## config.mk

```make
export PLATFORM = sky130hd
export DESIGN_NAME = sync_fifo
export DESIGN_NICKNAME = d
export VERILOG_FILES = /design/src/rtl/sync_fifo.sv
export SDC_FILE = /design/constraint.sdc
export NUM_CORES = 1
export LEC_CHECK = 0
export CORE_ASPECT_RATIO = 1.4
export CORE_MARGIN = 2
export CORE_UTILIZATION = 59
export CTS_CLUSTER_DIAMETER = 100
export DETAILED_ROUTE_END_ITERATION = 8
export HOLD_SLACK_MARGIN = 0.08
export MAX_ROUTING_LAYER = met4
export PLACE_DENSITY = 0.89
export SLEW_MARGIN = 20
export SYNTH_ARGS = -nofsm -noshare
export SYNTH_HDL_FRONTEND = slang
export SYNTH_SLANG_ARGS = --single-unit
export TNS_END_PERCENT = 1
```

## constraint.sdc

```tcl
create_clock -name clock -period 3.9 [get_ports clock]
set_input_delay 0.39 -clock clock [delete_from_list [all_inputs] [get_ports clock]]
set_output_delay 0.39 -clock clock [all_outputs]
set_load 0.01 [all_outputs]
```

## src/rtl/sync_fifo.sv

```systemverilog
// Single-clock first-word-fall-through FIFO with occupancy flags and sticky
// overflow/underflow error indicators.
//
// Handshake: there is no ready signal. A write request (we) is taken when the
// FIFO is not full, or when it is full and a read is taken in the same cycle.
// A read request (re) is taken when the FIFO is not empty. A request that
// cannot be taken is dropped, and the matching sticky error flag is set.
// rdata always shows the head entry and is meaningful only while empty is 0.
module sync_fifo #(
  parameter int WIDTH    = 8,
  parameter int DEPTH    = 16,
  parameter int AF_LEVEL = DEPTH - 2,
  parameter int AE_LEVEL = 2
) (
  input  logic                       clock,
  input  logic                       reset_L,
  input  logic                       clear,
  input  logic                       we,
  input  logic [WIDTH-1:0]           wdata,
  input  logic                       re,
  output logic [WIDTH-1:0]           rdata,
  output logic                       full,
  output logic                       empty,
  output logic                       almost_full,
  output logic                       almost_empty,
  output logic [$clog2(DEPTH):0]     count,
  output logic                       overflow,
  output logic                       underflow
);

  localparam int AW = $clog2(DEPTH);

  localparam logic [AW:0]   DEPTH_C = AW'(0) + (AW+1)'(DEPTH);
  localparam logic [AW:0]   AF_C    = (AW+1)'(AF_LEVEL);
  localparam logic [AW:0]   AE_C    = (AW+1)'(AE_LEVEL);
  localparam logic [AW-1:0] PTR_ONE = AW'(1);
  localparam logic [AW:0]   CNT_ONE = (AW+1)'(1);

  logic [WIDTH-1:0] mem [DEPTH];
  logic [AW-1:0]    wr_ptr;
  logic [AW-1:0]    rd_ptr;
  logic             wr_acc;
  logic             rd_acc;

  // Flags come straight from the registered count so they never disagree.
  always_comb begin
    full         = (count == DEPTH_C);
    empty        = (count == '0);
    almost_full  = (count >= AF_C);
    almost_empty = (count <= AE_C);
    rdata        = mem[rd_ptr];
    // A full FIFO can still take a write when the head leaves in the same cycle.
    rd_acc       = re && !empty;
    wr_acc       = we && (!full || re);
  end

  // Pointer, occupancy and sticky error state; reset outranks clear.
  always_ff @(posedge clock) begin
    if (!reset_L) begin
      wr_ptr    <= '0;
      rd_ptr    <= '0;
      count     <= '0;
      overflow  <= 1'b0;
      underflow <= 1'b0;
    end else if (clear) begin
      wr_ptr    <= '0;
      rd_ptr    <= '0;
      count     <= '0;
      overflow  <= 1'b0;
      underflow <= 1'b0;
    end else begin
      if (wr_acc) wr_ptr <= wr_ptr + PTR_ONE;
      if (rd_acc) rd_ptr <= rd_ptr + PTR_ONE;
      case ({wr_acc, rd_acc})
        2'b10:   count <= count + CNT_ONE;
        2'b01:   count <= count - CNT_ONE;
        default: count <= count;
      endcase
      if (we && !wr_acc) overflow  <= 1'b1;
      if (re && empty)   underflow <= 1'b1;
    end
  end

  // Storage array; contents survive reset and clear, only writes change it.
  always_ff @(posedge clock) begin
    if (reset_L && !clear && wr_acc) mem[wr_ptr] <= wdata;
  end

endmodule

```

==> run summary, run 1 <==
status: completed
CTS Sinks: 147
Area Overhead vs Synth: 16.8%
clock latency on the worst-skew pair: 0.41 ns
Synth Net Count: 352
mapped cell area: 5860 µm²
final WL: 11,700 µm
WHS Path Cells: 2
die area: 10,800 µm²
Sw Share: 19.6%
largest net degree at the start of global routing: 33
CP delay by family, top: buffers and inverters
Worst Setup End Kind: primary output
total gr overflow: 0
Core Area: 9790 µm²
CTS tree: built
PD cells: 490 nW/µm²
DR vias: 3,125
root buf cell: clkbuf_16
Sw Pwr: 0.660 mW
vias in the first global route: 3,291
Post-Syn Area per Cell: 17.8 µm²
chip width: 88.2 µm
sequential share of power: 51.3%
sequential-to-total area share from yosys stat: 72.1%
Max-Cap Viols: 0
Gate Count Post-Synth: 329
Cell variety after synth: 35
Finish-stage setup viols: 0
Max-slew headroom: 37.0%
crit path time final: 3.16 ns
fin nets: 390
Final Slew Violations: 0
diodes inserted: 0
fmax: 317 MHz
postcts setup bufs: 0
hpwl dp: 7430 µm
fin cells: 514
Syn. warnings: 0
ANT nets after route: 0
critical path data arrival time: 2.77 ns
Worst path depth: 5
Final TNS setup: 0 ns
first-pass GRT wire length: 18,100 µm
crit path cell chain: buf_4 -> mux4_2 -> a22oi_1 -> nand2_1 -> clkdlybuf4s50_1
WS Path Type: reg2out
CP Max Fanout: 32
slowest CP cell: mux4_2
DRC: 0
unrepaired setup endpoints after global routing: false
final worst path period share: 80.9%
async set-reset flop share out of synthesis: 0%
critical path launch point type: flop
Fin. Hold Viols: 0
Starting Density: 59.9%
clock-pin slew on the worst setup and hold paths: 0.06 ns
Int Pwr: 2.70 mW
Largest stage delay, worst path: 0.60 ns
Pleak: 2.21 nW
Placer Congestion: 0.795
worst vdd ir: 0.364 mV
Worst Skew: 0.00724 ns
Total GRT Usage: 24.7%
Placed Cells: 483
WL/cell: 22.8 µm
class of the worst hold path: reg2reg
Worst Path Buf+Inv: 2
post-synthesis register bit count: 147
Post-synth EDFFs: 128
Top FF cell, synth: edfxtp_1
required time worst endpoint: 3.51 ns
worst r2r path cells: 9
io pins: 32
CTS resizes: 0
port bufs: 31
total CTS buffers: 17
Combinational Power Share: 3.7%
Clock power frac: 45.0%
Die Ht: 122 µm
initial antenna violation count: 0
clk buf depth: 2
Slew @ Worst Pin: 0.942 ns
fraction of layout cells with a size suffix above 1: 17.9%
Placement Rows: 43
First-pass DRT Iterations: 5
Post-CTS Hold Buffers: 0
Avg Vias per Cell: 6.08
Iteration-0 DRC Markers: 324
H-tree depth: 4
-- layout by cell type, fill, tap and decap left out, drive strengths merged, types with 3 or more instances in the layout --
master / count
a21oi: 7
a22oi: 16
buf: 3
clkbuf: 20
clkdlybuf4s50: 31
clkinv: 6
clkinvlp: 3
dfxtp: 19
edfxtp: 128
ha: 9
inv: 7
mux2i: 3
mux4: 32
nand2: 15
nand3: 10
nor2: 38
nor2b: 3
or4: 4
xor2: 5
-- power groups by stage --
stage          combinational [mW]  clock, mW  sequential (mW)
6_report                    0.125       1.51             1.72
5_1_grt                     0.136       1.60             1.72
4_1_cts                     0.126       1.53             1.72
3_5_place_dp                0.125          0             1.75
3_3_place_gp                0.119          0             1.75
2_1_floorplan              0.0648          0             1.75
-- worst min-delay path, delay by kind of cell, from the launching register on --
| family | cells | cell delay [ns] |
|---|---|---|
| AOI/OAI and AO/OA | 1 | 0.04 |
| DFF | 1 | 0.33 |
| and+or+nand+nor | 1 | 0.08 |
-- sequential cells by signal (all words and copies together) (netlist names), named ones only --
signal / cells
count: 5
wr_ptr: 4
mem: 128
underflow: 1
rd_ptr: 4
overflow: 1
-- metrics by stage --
stage / util, % / worst slack [ns] / area, µm² / hold slack (ns) / total power, mW
global route: 69.9 / 0.591 / 6850 / 0.535 / 3.46
global placement: 64.3 / 0.950 / 6300 / 0.456 / 1.87
CTS: 69.9 / 0.704 / 6850 / 0.497 / 3.37
detailed placement: 64.3 / 0.810 / 6300 / 0.469 / 1.88
finish: 69.9 / 0.745 / 6850 / 0.496 / 3.36
floorplan: - / 1.12 / 5860 / 0.459 / 1.82
-- cells in the mapped netlist, types with 4 or more instances --
| master | n | area [µm²] |
|---|---|---|
| clkbuf_1 | 9 | 33.8 |
| mux4_2 | 32 | 721 |
| ha_1 | 9 | 113 |
| or4_1 | 4 | 30.0 |
| nand2_1 | 15 | 56.3 |
| xor2_1 | 5 | 43.8 |
| edfxtp_1 | 128 | 3840 |
| a22oi_1 | 16 | 120 |
| nand3_1 | 9 | 45.0 |
| nor2_1 | 38 | 143 |
| inv_1 | 7 | 26.3 |
| a21oi_1 | 7 | 35.0 |
| dfxtp_1 | 19 | 380 |
-- routing by layer --
metal | up-vias | GRT usage [%] | wire (µm)
met3 | 37 | 6.10 | 605
met4 | 0 | 12.4 | 445
li1 | 1369 | - | -
met2 | 146 | 39.2 | 6290
met5 | - | - | 0
met1 | 1573 | 29.2 | 4370
-- logic make-up after synthesis --
kind of cell | Yosys count | synth area share, %
AOI/OAI and AO/OA | 31 | 4.23
buffers and inverters | 22 | 1.60
adders and majority gates | 10 | 2.26
xor gates and xnor gates | 6 | 0.897
muxes | 35 | 12.8
DFF | 147 | 72.1
and+or+nand+nor | 78 | 6.13
-- final cells by class --
| type | instances | area, µm² |
|---|---|---|
| clock buffers | 20 | 437 |
| clock inverters | 11 | 114 |
| fillers | 623 | 2950 |
| inverters | 7 | 26.3 |
| multi-input cells | 160 | 1540 |
| flip-flops and latches | 147 | 4230 |
| well taps | 135 | 169 |
| repair buffers | 34 | 333 |
-- worst paths after layout --
kind | start | end | slack, ns
worst max-delay path | flop | rdata[7] | 0.74
worst min-delay path | underflow$_SDFFE_PP0P_ | underflow$_SDFFE_PP0P_ | 0.50
worst max register to register | count[0]$_SDFFE_PP0P_ | count[4]$_SDFFE_PP0P_ | 0.80
worst min register to register | underflow$_SDFFE_PP0P_ | underflow$_SDFFE_PP0P_ | 0.50
Note: power is estimated with default switching activity, not from simulation.
==> run 2, diff against run 1 <==
Clock period 3.9 ns to 2.93 ns, I/O delays scaled along.
==> run summary, run 2 (synthesis results as in run 1) <==
fraction of layout cells with a size suffix above 1: 24.5% (+6.6 points)
total chip power: 4.64 mW (+38%)
number of fill cells in the layout: 592 (-5.0%)
crit path time final: 2.76 ns
Max-Cap Viols: 0 (unchanged)
Largest regs: mem (128), count (5)
hpwl dp: 7590 µm (+2.2%)
Finished Core Util: 72.5% (+2.6 points)
Placement Rows: 43 (unchanged)
status: completed
initial antenna violation count: 0 (unchanged)
critical path data arrival time: 2.47 ns (-0.30 ns)
Avg Vias per Cell: 5.83 (-4.0%)
Worst Skew: 0.00700 ns (-0.000237 ns)
largest net degree at the start of global routing: 33 (unchanged)
worst vdd ir: 0.489 mV (+34%)
total gr overflow: 0 (unchanged)
Final Slew Violations: 0 (unchanged)
CTS Sinks: 147 (unchanged)
root buf cell: clkbuf_16
clk buf depth: 2 (unchanged)
class of the worst hold path: reg2reg
Slew @ Worst Pin: 0.905 ns (-0.0372 ns)
Final TNS setup: 0 ns (unchanged)
Most flops, register: mem
Die Ht: 122 µm (unchanged)
critical path launch point type: flop
slowest CP cell: mux4_2
port bufs: 31 (unchanged)
fmax: 362 MHz
final WL: 11,800 µm (+0.93%)
ANT nets after route: 0 (unchanged)
vias in the first global route: 3,348 (+1.7%)
H-tree depth: 4 (unchanged)
Largest stage delay, worst path: 0.54 ns (-0.06 ns)
unrepaired setup endpoints after global routing: false
WS Path Type: reg2out
Worst Path Buf+Inv: 2 (unchanged)
WL/cell: 21.9 µm (-3.8%)
clock latency on the worst-skew pair: 0.42 ns (about the same)
die area: 10,800 µm² (unchanged)
clock-pin slew on the worst setup and hold paths: 0.06 ns (about the same)
First-pass DRT Iterations: 4 (-1)
CTS resizes: 0 (unchanged)
PD cells: 653 nW/µm² (+33%)
commonest cells after routing, fill and taps aside: edfxtp_1 (128), nor2_1 (38), mux4_2 (32)
chip width: 88.2 µm (unchanged)
Finish-stage setup viols: 0 (unchanged)
diodes inserted: 0 (unchanged)
first-pass GRT wire length: 18,000 µm (-0.30%)
Area Overhead vs Synth: 21.2%
Worst Setup End Kind: primary output
CP Max Fanout: 12 (-63%)
crit path cell chain: buf_12 -> mux4_2 -> a22oi_1 -> nand2_1 -> clkdlybuf4s50_1
Core Area: 9790 µm² (unchanged)
CTS tree: built
Iteration-0 DRC Markers: 272 (-16%)
DRC: 0 (unchanged)
Pleak: 2.36 nW (+6.7%)
Placed Cells: 507 (+5.0%)
final worst path period share: 94.3%
max reg flops: 128 (unchanged)
fin nets: 414 (+6.2%)
fin area: 7100 µm² (+3.7%)
commonest non-fill, non-tap cell in the layout: edfxtp_1
fin cells: 539 (+4.9%)
Starting Density: 59.9% (unchanged)
Max-slew headroom: 39.5% (+2.5 points)
Placer Congestion: 0.847 (+6.6%)
Fin. Hold Viols: 0 (unchanged)
CP delay by family, top: buffers and inverters
total CTS buffers: 17 (unchanged)
postcts setup bufs: 0 (unchanged)
required time worst endpoint: 2.64 ns (-0.87 ns)
io pins: 32 (unchanged)
dpl cell area: 6500 µm² (+3.3%)
DR vias: 3,145 (+0.64%)
Post-CTS Hold Buffers: 0 (unchanged)
Total GRT Usage: 24.7% (about the same)
-- run 2: changes by cell type in the layout (fill, tap and decap cells not counted), moves of 2 or more --
cell / change
clkinv_1: -2
clkbuf_1: -3
inv_6: +6
clkinvlp_4: +2
buf_12: +2
clkinv_2: -3
buf_4: +22
-- run 2: power breakdown --
part           total (mW)  internal [mW]  switching (mW)
Clock                2.17           1.27           0.894
Sequential           2.29           2.28         0.00865
Combinational       0.179         0.0821          0.0969
Total                4.64           3.64           0.999
-- run 2: path summary, 6_finish.rpt --
check,slack (ns),to,cells past startpoint,start
min,0.48,underflow$_SDFFE_PP0P_,2,underflow$_SDFFE_PP0P_
max reg2reg,0.20,count[4]$_SDFFE_PP0P_,9,count[0]$_SDFFE_PP0P_
max,0.17,rdata[4],5,flop
min reg2reg,0.48,underflow$_SDFFE_PP0P_,2,underflow$_SDFFE_PP0P_
-- run 2: layout make-up --
type | count | area (µm²) | share of cell area (%)
timing repair buffer | 58 | 538 | 7.57
inverter | 7 | 26.3 | 0.370
clock buffer | 17 | 425 | 5.99
tap | 135 | 169 | 2.38
multi-input combinational | 160 | 1550 | 21.8
sequential | 147 | 4230 | 59.5
clock inverter | 15 | 170 | 2.40
-- run 2: tightest hold or removal path: cells and delay by family (launching register included) --
kind | cells | cell delay (ns)
AOI/OAI and AO/OA | 1 | 0.04
DFF | 1 | 0.33
and+or+nand+nor | 1 | 0.08
-- run 2: per-layer routing --
layer  global-route usage, %  share of wire (%)  vias to the layer above
li1                        -                  -                     1427
met1                    27.5                 38                     1575
met2                    41.3                 55                      119
met3                    6.78                5.4                       24
met4                    10.8                2.5                        0
met5                       -                  0                        -
-- run 2: through the flow --
step	hold slack, ns	worst slack (ns)
finish	0.482	0.168
global route	0.501	0.0586
CTS	0.482	0.0325
detailed placement	0.463	0.0839
global placement	0.467	0.231
floorplan	0.392	0.151
